### config.mk
export PLATFORM = sky130hd
export DESIGN_NAME = obstacle_stream_generator
export DESIGN_NICKNAME = d
export VERILOG_FILES = /design/src/rtl/obstacle_stream_generator.sv
export SDC_FILE = /design/constraint.sdc
export NUM_CORES = 1
export LEC_CHECK = 0
export CAP_MARGIN = 20
export CORE_MARGIN = 5
export CORE_UTILIZATION = 50
export DETAILED_ROUTE_END_ITERATION = 16
export GPL_TIMING_DRIVEN = 0
export PLACE_DENSITY = 0.66
export SLEW_MARGIN = 20
export SYNTH_ARGS = -nofsm -noshare
export SYNTH_HDL_FRONTEND = slang
export SYNTH_SLANG_ARGS = --single-unit
### constraint.sdc
create_clock -name clk -period 5.9 [get_ports clk]
set_input_delay 0.59 -clock clk [delete_from_list [all_inputs] [get_ports clk]]
set_output_delay 0.59 -clock clk [all_outputs]
set_load 0.02 [all_outputs]
### src/rtl/obstacle_stream_generator.sv
// obstacle_stream_generator
//   Scrolling NUM_ROWS x NUM_LANES grid of half-block obstacle cells. Each
//   frame (started by `activate`) scrolls the grid by `speed` depth units.
//   When a whole row has scrolled past, new obstacles may spawn at the far
//   rows. Spawning is driven by a 32-bit Galois LFSR and `cfg_density`.
//   The visible obstacles are then streamed out over a valid/ready handshake.
//
// Ports
//   clk, rst       clock; synchronous active-high reset
//   activate       pulse: start one frame (ignored while busy, except in the done cycle)
//   speed          depth units scrolled per frame
//   cfg_density    spawn probability per lane in eighths (0 = never)
//   out_valid      out_obstacle / out_first_row hold a valid obstacle
//   out_ready      consumer accepts the current obstacle
//   out_obstacle   {type[2:0], lane[LW-1:0], depth[DEPTH_W-1:0]}
//   out_first_row  obstacle lies in the player row
//   busy           frame in progress
//   done           one-cycle pulse, frame complete
//
// Cell encoding: {front, type[2:0]}. Cars (100) and ramps (101) span two rows:
// front half at row r, rear half at row r+1. Only rear halves and barriers
// are streamed.

// Per-lane spawn decision for the cycle after a scroll.
// U is the second-to-last row; T is the top row, which was just cleared.
module obstacle_lane_spawn #(
    parameter int RAMP_CARS = 3,
    parameter int FW        = 2
) (
    input  logic [5:0]    i_rand,     // this lane's LFSR bits
    input  logic [2:0]    i_density,
    input  logic [FW-1:0] i_follow,   // cars still owed behind a ramp
    input  logic [2:0]    i_type_u,   // type of cell at row U
    input  logic          i_t2_car,   // type[2] of cell at row T-2
    output logic          o_wr_u,
    output logic          o_wr_t,
    output logic [3:0]    o_cell_u,
    output logic [3:0]    o_cell_t,
    output logic [FW-1:0] o_follow
);
    logic       w_u_empty;
    logic [2:0] w_type;

    assign w_u_empty = (i_type_u == 3'b000);

    always_comb begin
        o_wr_u   = 1'b0;
        o_wr_t   = 1'b0;
        o_cell_u = '0;
        o_cell_t = '0;
        o_follow = i_follow;
        w_type   = 3'b000;
        if (i_follow != '0) begin
            // A pending train car waits until row U is free. This keeps the train contiguous.
            if (w_u_empty) begin
                o_wr_u   = 1'b1;
                o_wr_t   = 1'b1;
                o_cell_u = {1'b1, 3'b100};
                o_cell_t = {1'b0, 3'b100};
                o_follow = i_follow - FW'(1);
            end
        end else if ((i_rand[2:0] < i_density) && w_u_empty) begin
            if (!i_rand[3] && !i_t2_car) begin
                case (i_rand[5:4])
                    2'b00:   w_type = 3'b001;
                    2'b01:   w_type = 3'b010;
                    default: w_type = 3'b011;
                endcase
                o_wr_t   = 1'b1;
                o_cell_t = {1'b0, w_type};
            end else begin
                w_type   = (i_rand[5:4] == 2'b00) ? 3'b101 : 3'b100;
                o_wr_u   = 1'b1;
                o_wr_t   = 1'b1;
                o_cell_u = {1'b1, w_type};
                o_cell_t = {1'b0, w_type};
                if (i_rand[5:4] == 2'b00) o_follow = FW'(RAMP_CARS);
            end
        end
    end
endmodule

module obstacle_stream_generator #(
    parameter int          NUM_LANES = 3,
    parameter int          NUM_ROWS  = 16,
    parameter int          ROW_DEPTH = 64,
    parameter int          DEPTH_W   = 11,
    parameter int          NEAR_ROW  = 3,
    parameter int          RAMP_CARS = 3,
    parameter logic [31:0] SEED      = 32'h1,
    localparam int         LW        = (NUM_LANES > 1) ? $clog2(NUM_LANES) : 1
) (
    input  logic                      clk,
    input  logic                      rst,
    input  logic                      activate,
    input  logic [3:0]                speed,
    input  logic [2:0]                cfg_density,
    output logic                      out_valid,
    input  logic                      out_ready,
    output logic [3+LW+DEPTH_W-1:0]   out_obstacle,
    output logic                      out_first_row,
    output logic                      busy,
    output logic                      done
);
    localparam int RW = $clog2(NUM_ROWS);
    localparam int OW = $clog2(ROW_DEPTH);
    localparam int FW = (RAMP_CARS < 1) ? 1 : $clog2(RAMP_CARS + 1);

    typedef enum logic [2:0] {S_IDLE, S_ADVANCE, S_GENERATE, S_EMIT, S_FINISH} state_t;

    state_t r_state, w_state_nxt;

    logic [31:0]                               r_lfsr;
    logic [NUM_ROWS-1:0][NUM_LANES-1:0][3:0]   r_cells;
    logic [NUM_LANES-1:0][FW-1:0]              r_follow;
    logic [OW-1:0]                             r_offset;
    logic [RW-1:0]                             r_row;
    logic [LW-1:0]                             r_lane;
    logic                                      r_out_valid;
    logic [3+LW+DEPTH_W-1:0]                   r_out_obstacle;
    logic                                      r_out_first;

    logic [31:0]                  w_lfsr_nxt;
    logic [OW:0]                  w_sum;
    logic [NUM_LANES-1:0]         w_wr_u, w_wr_t;
    logic [NUM_LANES-1:0][3:0]    w_cell_u, w_cell_t;
    logic [NUM_LANES-1:0][FW-1:0] w_follow_nxt;
    logic [3:0]                   w_cell;
    logic                         w_scan, w_emit, w_last, w_first;
    logic [DEPTH_W-1:0]           w_depth;

    assign w_lfsr_nxt = {1'b0, r_lfsr[31:1]} ^ (r_lfsr[0] ? 32'h8020_0003 : 32'h0);

    // speed < 16 <= ROW_DEPTH, so the sum is always below 2*ROW_DEPTH.
    // The MSB is the scroll flag, and the low bits are the new offset in both cases.
    assign w_sum = {1'b0, r_offset} + (OW+1)'(speed);

    for (genvar l = 0; l < NUM_LANES; l++) begin : g_lane
        obstacle_lane_spawn #(.RAMP_CARS(RAMP_CARS), .FW(FW)) u_spawn (
            .i_rand    (r_lfsr[6*l +: 6]),
            .i_density (cfg_density),
            .i_follow  (r_follow[l]),
            .i_type_u  (r_cells[NUM_ROWS-2][l][2:0]),
            .i_t2_car  (r_cells[NUM_ROWS-3][l][2]),
            .o_wr_u    (w_wr_u[l]),
            .o_wr_t    (w_wr_t[l]),
            .o_cell_u  (w_cell_u[l]),
            .o_cell_t  (w_cell_t[l]),
            .o_follow  (w_follow_nxt[l])
        );
    end

    // Emission scan: one cell per cycle. The scan stalls while the output register holds an untaken obstacle.
    assign w_cell  = r_cells[r_row][r_lane];
    assign w_scan  = (r_state == S_EMIT) && (!r_out_valid || out_ready);
    assign w_emit  = (w_cell[2:0] != 3'b000) && !w_cell[3];
    assign w_last  = (r_row == RW'(NUM_ROWS-1)) && (r_lane == LW'(NUM_LANES-1));
    assign w_depth = ((DEPTH_W'(r_row) + DEPTH_W'(1)) << OW) - DEPTH_W'(r_offset);
    assign w_first = (r_row == RW'(NEAR_ROW)) || ((r_row == RW'(NEAR_ROW+1)) && w_cell[2]);

    always_ff @(posedge clk) begin
        if (rst) r_state <= S_IDLE;
        else     r_state <= w_state_nxt;
    end

    always_comb begin
        w_state_nxt = r_state;
        done        = 1'b0;
        case (r_state)
            S_IDLE:     if (activate) w_state_nxt = S_ADVANCE;
            S_ADVANCE:  w_state_nxt = w_sum[OW] ? S_GENERATE : S_EMIT;
            S_GENERATE: w_state_nxt = S_EMIT;
            S_EMIT:     if (w_scan && w_last) w_state_nxt = S_FINISH;
            S_FINISH: begin
                // Wait for the final obstacle, if any, to be taken.
                if (!r_out_valid || out_ready) begin
                    done        = 1'b1;
                    w_state_nxt = activate ? S_ADVANCE : S_IDLE;
                end
            end
            default:    w_state_nxt = S_IDLE;
        endcase
    end

    always_ff @(posedge clk) begin
        if (rst) begin
            r_lfsr         <= SEED;
            r_cells        <= '0;
            r_follow       <= '0;
            r_offset       <= '0;
            r_row          <= '0;
            r_lane         <= '0;
            r_out_valid    <= 1'b0;
            r_out_obstacle <= '0;
            r_out_first    <= 1'b0;
        end else begin
            r_lfsr <= w_lfsr_nxt;
            if (r_state == S_ADVANCE) begin
                r_offset <= w_sum[OW-1:0];
                r_row    <= '0;
                r_lane   <= '0;
                if (w_sum[OW]) begin
                    for (int i = 0; i < NUM_ROWS-1; i++) r_cells[i] <= r_cells[i+1];
                    r_cells[NUM_ROWS-1] <= '0;
                end
            end
            if (r_state == S_GENERATE) begin
                for (int l = 0; l < NUM_LANES; l++) begin
                    if (w_wr_u[l]) r_cells[NUM_ROWS-2][l] <= w_cell_u[l];
                    if (w_wr_t[l]) r_cells[NUM_ROWS-1][l] <= w_cell_t[l];
                end
                r_follow <= w_follow_nxt;
            end
            if (r_out_valid && out_ready) r_out_valid <= 1'b0;
            if (w_scan) begin
                if (w_emit) begin
                    r_out_valid    <= 1'b1;
                    r_out_obstacle <= {w_cell[2:0], r_lane, w_depth};
                    r_out_first    <= w_first;
                end
                if (r_lane == LW'(NUM_LANES-1)) begin
                    r_lane <= '0;
                    r_row  <= r_row + RW'(1);
                end else begin
                    r_lane <= r_lane + LW'(1);
                end
            end
        end
    end

    assign out_valid     = r_out_valid;
    assign out_obstacle  = r_out_obstacle;
    assign out_first_row = r_out_first;
    assign busy          = (r_state != S_IDLE);
endmodule

==> impl_metrics.json <==
{
  "result_of_the_run": "finished, final reports clean",
  "cp.required_ps": 6340,
  "seq_power_share_pct": 46.0,
  "cts_tree": "yes",
  "netlist.top_cell.by_area": "sky130_fd_sc_hd__dfxtp_1",
  "fin_skew_ps": 28.1,
  "synth_seq_cells": 263,
  "synth.top_cells.by_area": "sky130_fd_sc_hd__dfxtp_1 (46%), sky130_fd_sc_hd__nand2_1 (13%), sky130_fd_sc_hd__a21oi_1 (8.6%)",
  "first_global_vias": 9200,
  "cell_internal_pwr_mw": 3.08,
  "die_width_um": 161,
  "worst_setup_path_start_kind": "flop",
  "drt-initial-drc-count": 807,
  "grt_first_pass_wirelength_um": 49100,
  "clock_root_buffer": "sky130_fd_sc_hd__clkbuf_16",
  "rsz0062_at_grt": "no",
  "yosys_most_used_dff": "sky130_fd_sc_hd__dfxtp_1",
  "power.static_leakage_nw": 4.40,
  "port_buffers": 29,
  "detail_route.vias_per_cell": 5.62,
  "post-route-drc-count": 0,
  "antenna_violating_nets_post_route": 0,
  "post_synth_instance_area_um2": 11400,
  "slew_viol_final": 0,
  "power.share.switching_pct": 21.4,
  "setup_violations": 0,
  "yosysTopAreaCellShare_pct": 46.1,
  "achievable_freq_ghz": 0.269,
  "setup_tns_ps": 0,
  "grt_antenna_before_repair": 0,
  "avgRoutedWirePerCell_um": 18.0,
  "syn-instance-count": 1336,
  "clock_insertion_delay_worst_skew_ps": 550,
  "cp-end-kind": "flop",
  "n_fill_cell": 2066,
  "cts-hold-fix-buffers": 0,
  "cts.clk_slew.worst_paths_ps": 60,
  "clk_path_buf_depth": 3,
  "dr_total_vias": 9563,
  "post_synth_and_or_nand_nor_area_fraction_pct": 21.0,
  "finalNetCount": 1424,
  "place_ws_ps": 2080,
  "synth-compound-area-share_pct": 13.8,
  "postLayoutCoreUtil_pct": 58.1,
  "final_layout_size_suffix_gt1_share_pct": 7.62,
  "post_synth_mux_area_share_pct": 11.8,
  "placementRows": 55,
  "post-route-min-period_ps": 3710,
  "floorplan.die_area_um2": 26000,
  "globalRoute.totalOverflow": 0,
  "peakVddDrop_v": 0.000272,
  "power.switching_uw": 839,
  "synth_enable_flop_cells": 0,
  "ioPinCount": 31,
  "path_class": "flop to flop",
  "synth.distinct_cells": 60,
  "final_weighted_congestion_in_routability_driven_placement": 0.898,
  "yosys.area_share.xor_xnor_pct": 1.30,
  "power.combinational.fraction_pct": 4.0,
  "timing.critical_path.arrival_ps": 4160,
  "detailed_place_hpwl_um": 22500,
  "cap_violations": 0,
  "slew-limit-headroom_pct": 43.1,
  "grt_start_max_net_pins": 15,
  "synth.most_common_cell": "sky130_fd_sc_hd__nand2_1",
  "max_slew.worst_pin.slew_ps": 851,
  "clkSinkCount": 263,
  "syn_nets": 1364,
  "post_synthesis_sequential_area_ratio_pct": 46.1,
  "postCtsResizedCells": 0,
  "cts_buf_count": 29,
  "hold_class": "flop to flop",
  "layout_setup_ws_ps": 2190,
  "report.final.hold_viol_count": 0,
  "final.period_utilization_pct": 63.0,
  "synth_async_sr_flop_share_pct": 0,
  "main_combinational_cell_family_by_area_after_synthesis": "simple AND/OR/NAND/NOR gates",
  "critical_path_peak_fanout": 10,
  "fin_total_pwr_mw": 3.92,
  "totalWireLength_um": 30700,
  "post-cts-setup-buffer-count": 0,
  "clockPowerShare_pct": 50.0,
  "synthAdderAreaFrac_pct": 1.93,
  "core_um2": 22600,
  "syn-mean-instance-area_um2": 8.55,
  "antennaDiodeCount": 0,
  "ctsHtreeMaxLevel": 1,
  "synthToLayoutAreaGrowth_pct": 14.8,
  "yosys_warnings": 0,
  "overall_fraction_of_global_route_tracks_in_use_pct": 23.3,
  "initial_util_pct": 50.6,
  "power.density_cell_area_nw_per_um2": 299,
  "fp.dieH_um": 161,
  "count_of_tritonroute_iterations_in_the_first_routing_pass": 6,
  "yosys-top-cells-count": "sky130_fd_sc_hd__nand2_1 (391), sky130_fd_sc_hd__dfxtp_1 (263), sky130_fd_sc_hd__a21oi_1 (197)"
}
worst paths after layout:
check             slack [ps]  cells after the start              end  startpoint
setup / recovery        2190                     10  out_obstacle[9]    r_row[2]
hold / removal           430                      1       r_lfsr[19]  r_lfsr[20]
setup reg to reg        2190                     10  out_obstacle[9]    r_row[2]
hold reg to reg          430                      1       r_lfsr[19]  r_lfsr[20]
registers in the layout, indices dropped and copies added, names as in the netlist, 2 cells and up:
| name | cells |
|---|---|
| r_lfsr | 32 |
| r_cells | 192 |
| r_row | 4 |
| r_state | 3 |
| r_offset | 6 |
| r_lane | 2 |
| out_obstacle | 16 |
| r_follow | 6 |
cell families (layout without fill, tap and decap cells):
kind of cell	count (synthesis)	count (layout)
AND/OR/NAND/NOR	560	560
AO/OA/AOI/OAI	276	276
flip-flops	263	263
buffers and inverters	112	194
multiplexers	91	91
adder cells (fa/ha/maj)	17	17
XOR/XNOR	17	17
power groups by stage:
stage               Sequential (mW)  Combinational, mW  Clock (mW)
CTS                            1.80              0.156        1.99
detailed placement             1.84              0.154           0
finish                         1.80              0.155        1.96
global route                   1.80              0.173        2.06
global placement               1.84              0.152           0
floorplan                      1.84              0.111           0
cells in the final DEF, fill, tap and decap left out, drive strengths merged, types with 12 or more instances in the layout:
cell and instances:
nand2 391, dfxtp 263, a21oi 197, clkbuf 118, nor2 50, mux2i 50
nor2b 47, mux4 32, clkdlybuf4s50 29, nand2b 18, inv 17, buf 17
ha 16, a22oi 12
routing by layer:
metal / GRT usage (%) / routed length (um) / vias up
li1: - / - / 4659
met1: 32.0 / 13700 / 4577
met2: 39.0 / 14500 / 271
met3: 3.34 / 1810 / 56
met4: 5.66 / 633 / 0
met5: 0 / 0 / -
through the flow:
step / area (um2) / std cells / hold WS [ps]
4_1_cts: 13100 / 1703 / 438
5_1_grt: 13100 / 1703 / 449
3_3_place_gp: 12100 / 1650 / 418
2_1_floorplan: 11400 / 1336 / 414
6_report: 13100 / 1703 / 435
3_5_place_dp: 12100 / 1650 / 425
critical path, stage by stage (launching register included):
cell and delay (ps):
sky130_fd_sc_hd__dfxtp_1 300, sky130_fd_sc_hd__buf_2 290, sky130_fd_sc_hd__buf_1 650, sky130_fd_sc_hd__buf_2 420, sky130_fd_sc_hd__mux4_2 340, sky130_fd_sc_hd__mux2i_1 320, sky130_fd_sc_hd__o22ai_1 110, sky130_fd_sc_hd__a21oi_1 400
sky130_fd_sc_hd__a31o_1 270, sky130_fd_sc_hd__buf_6 190, sky130_fd_sc_hd__mux2_4 310
area by class of cell:
| cell class | instances | area (um2) | share of cell area, % |
|---|---|---|---|
| Inverter | 17 | 63.8 | 0.487 |
| Timing Repair Buffer | 29 | 290 | 2.21 |
| Sequential cell | 263 | 5270 | 40.2 |
| Buffer | 95 | 392 | 2.99 |
| Multi-Input combinational cell | 961 | 5700 | 43.5 |
| Tap cell | 285 | 357 | 2.72 |
| Clock inverter | 13 | 223 | 1.70 |
| Clock buffer | 40 | 817 | 6.23 |
(Power assumes the default switching activity.)
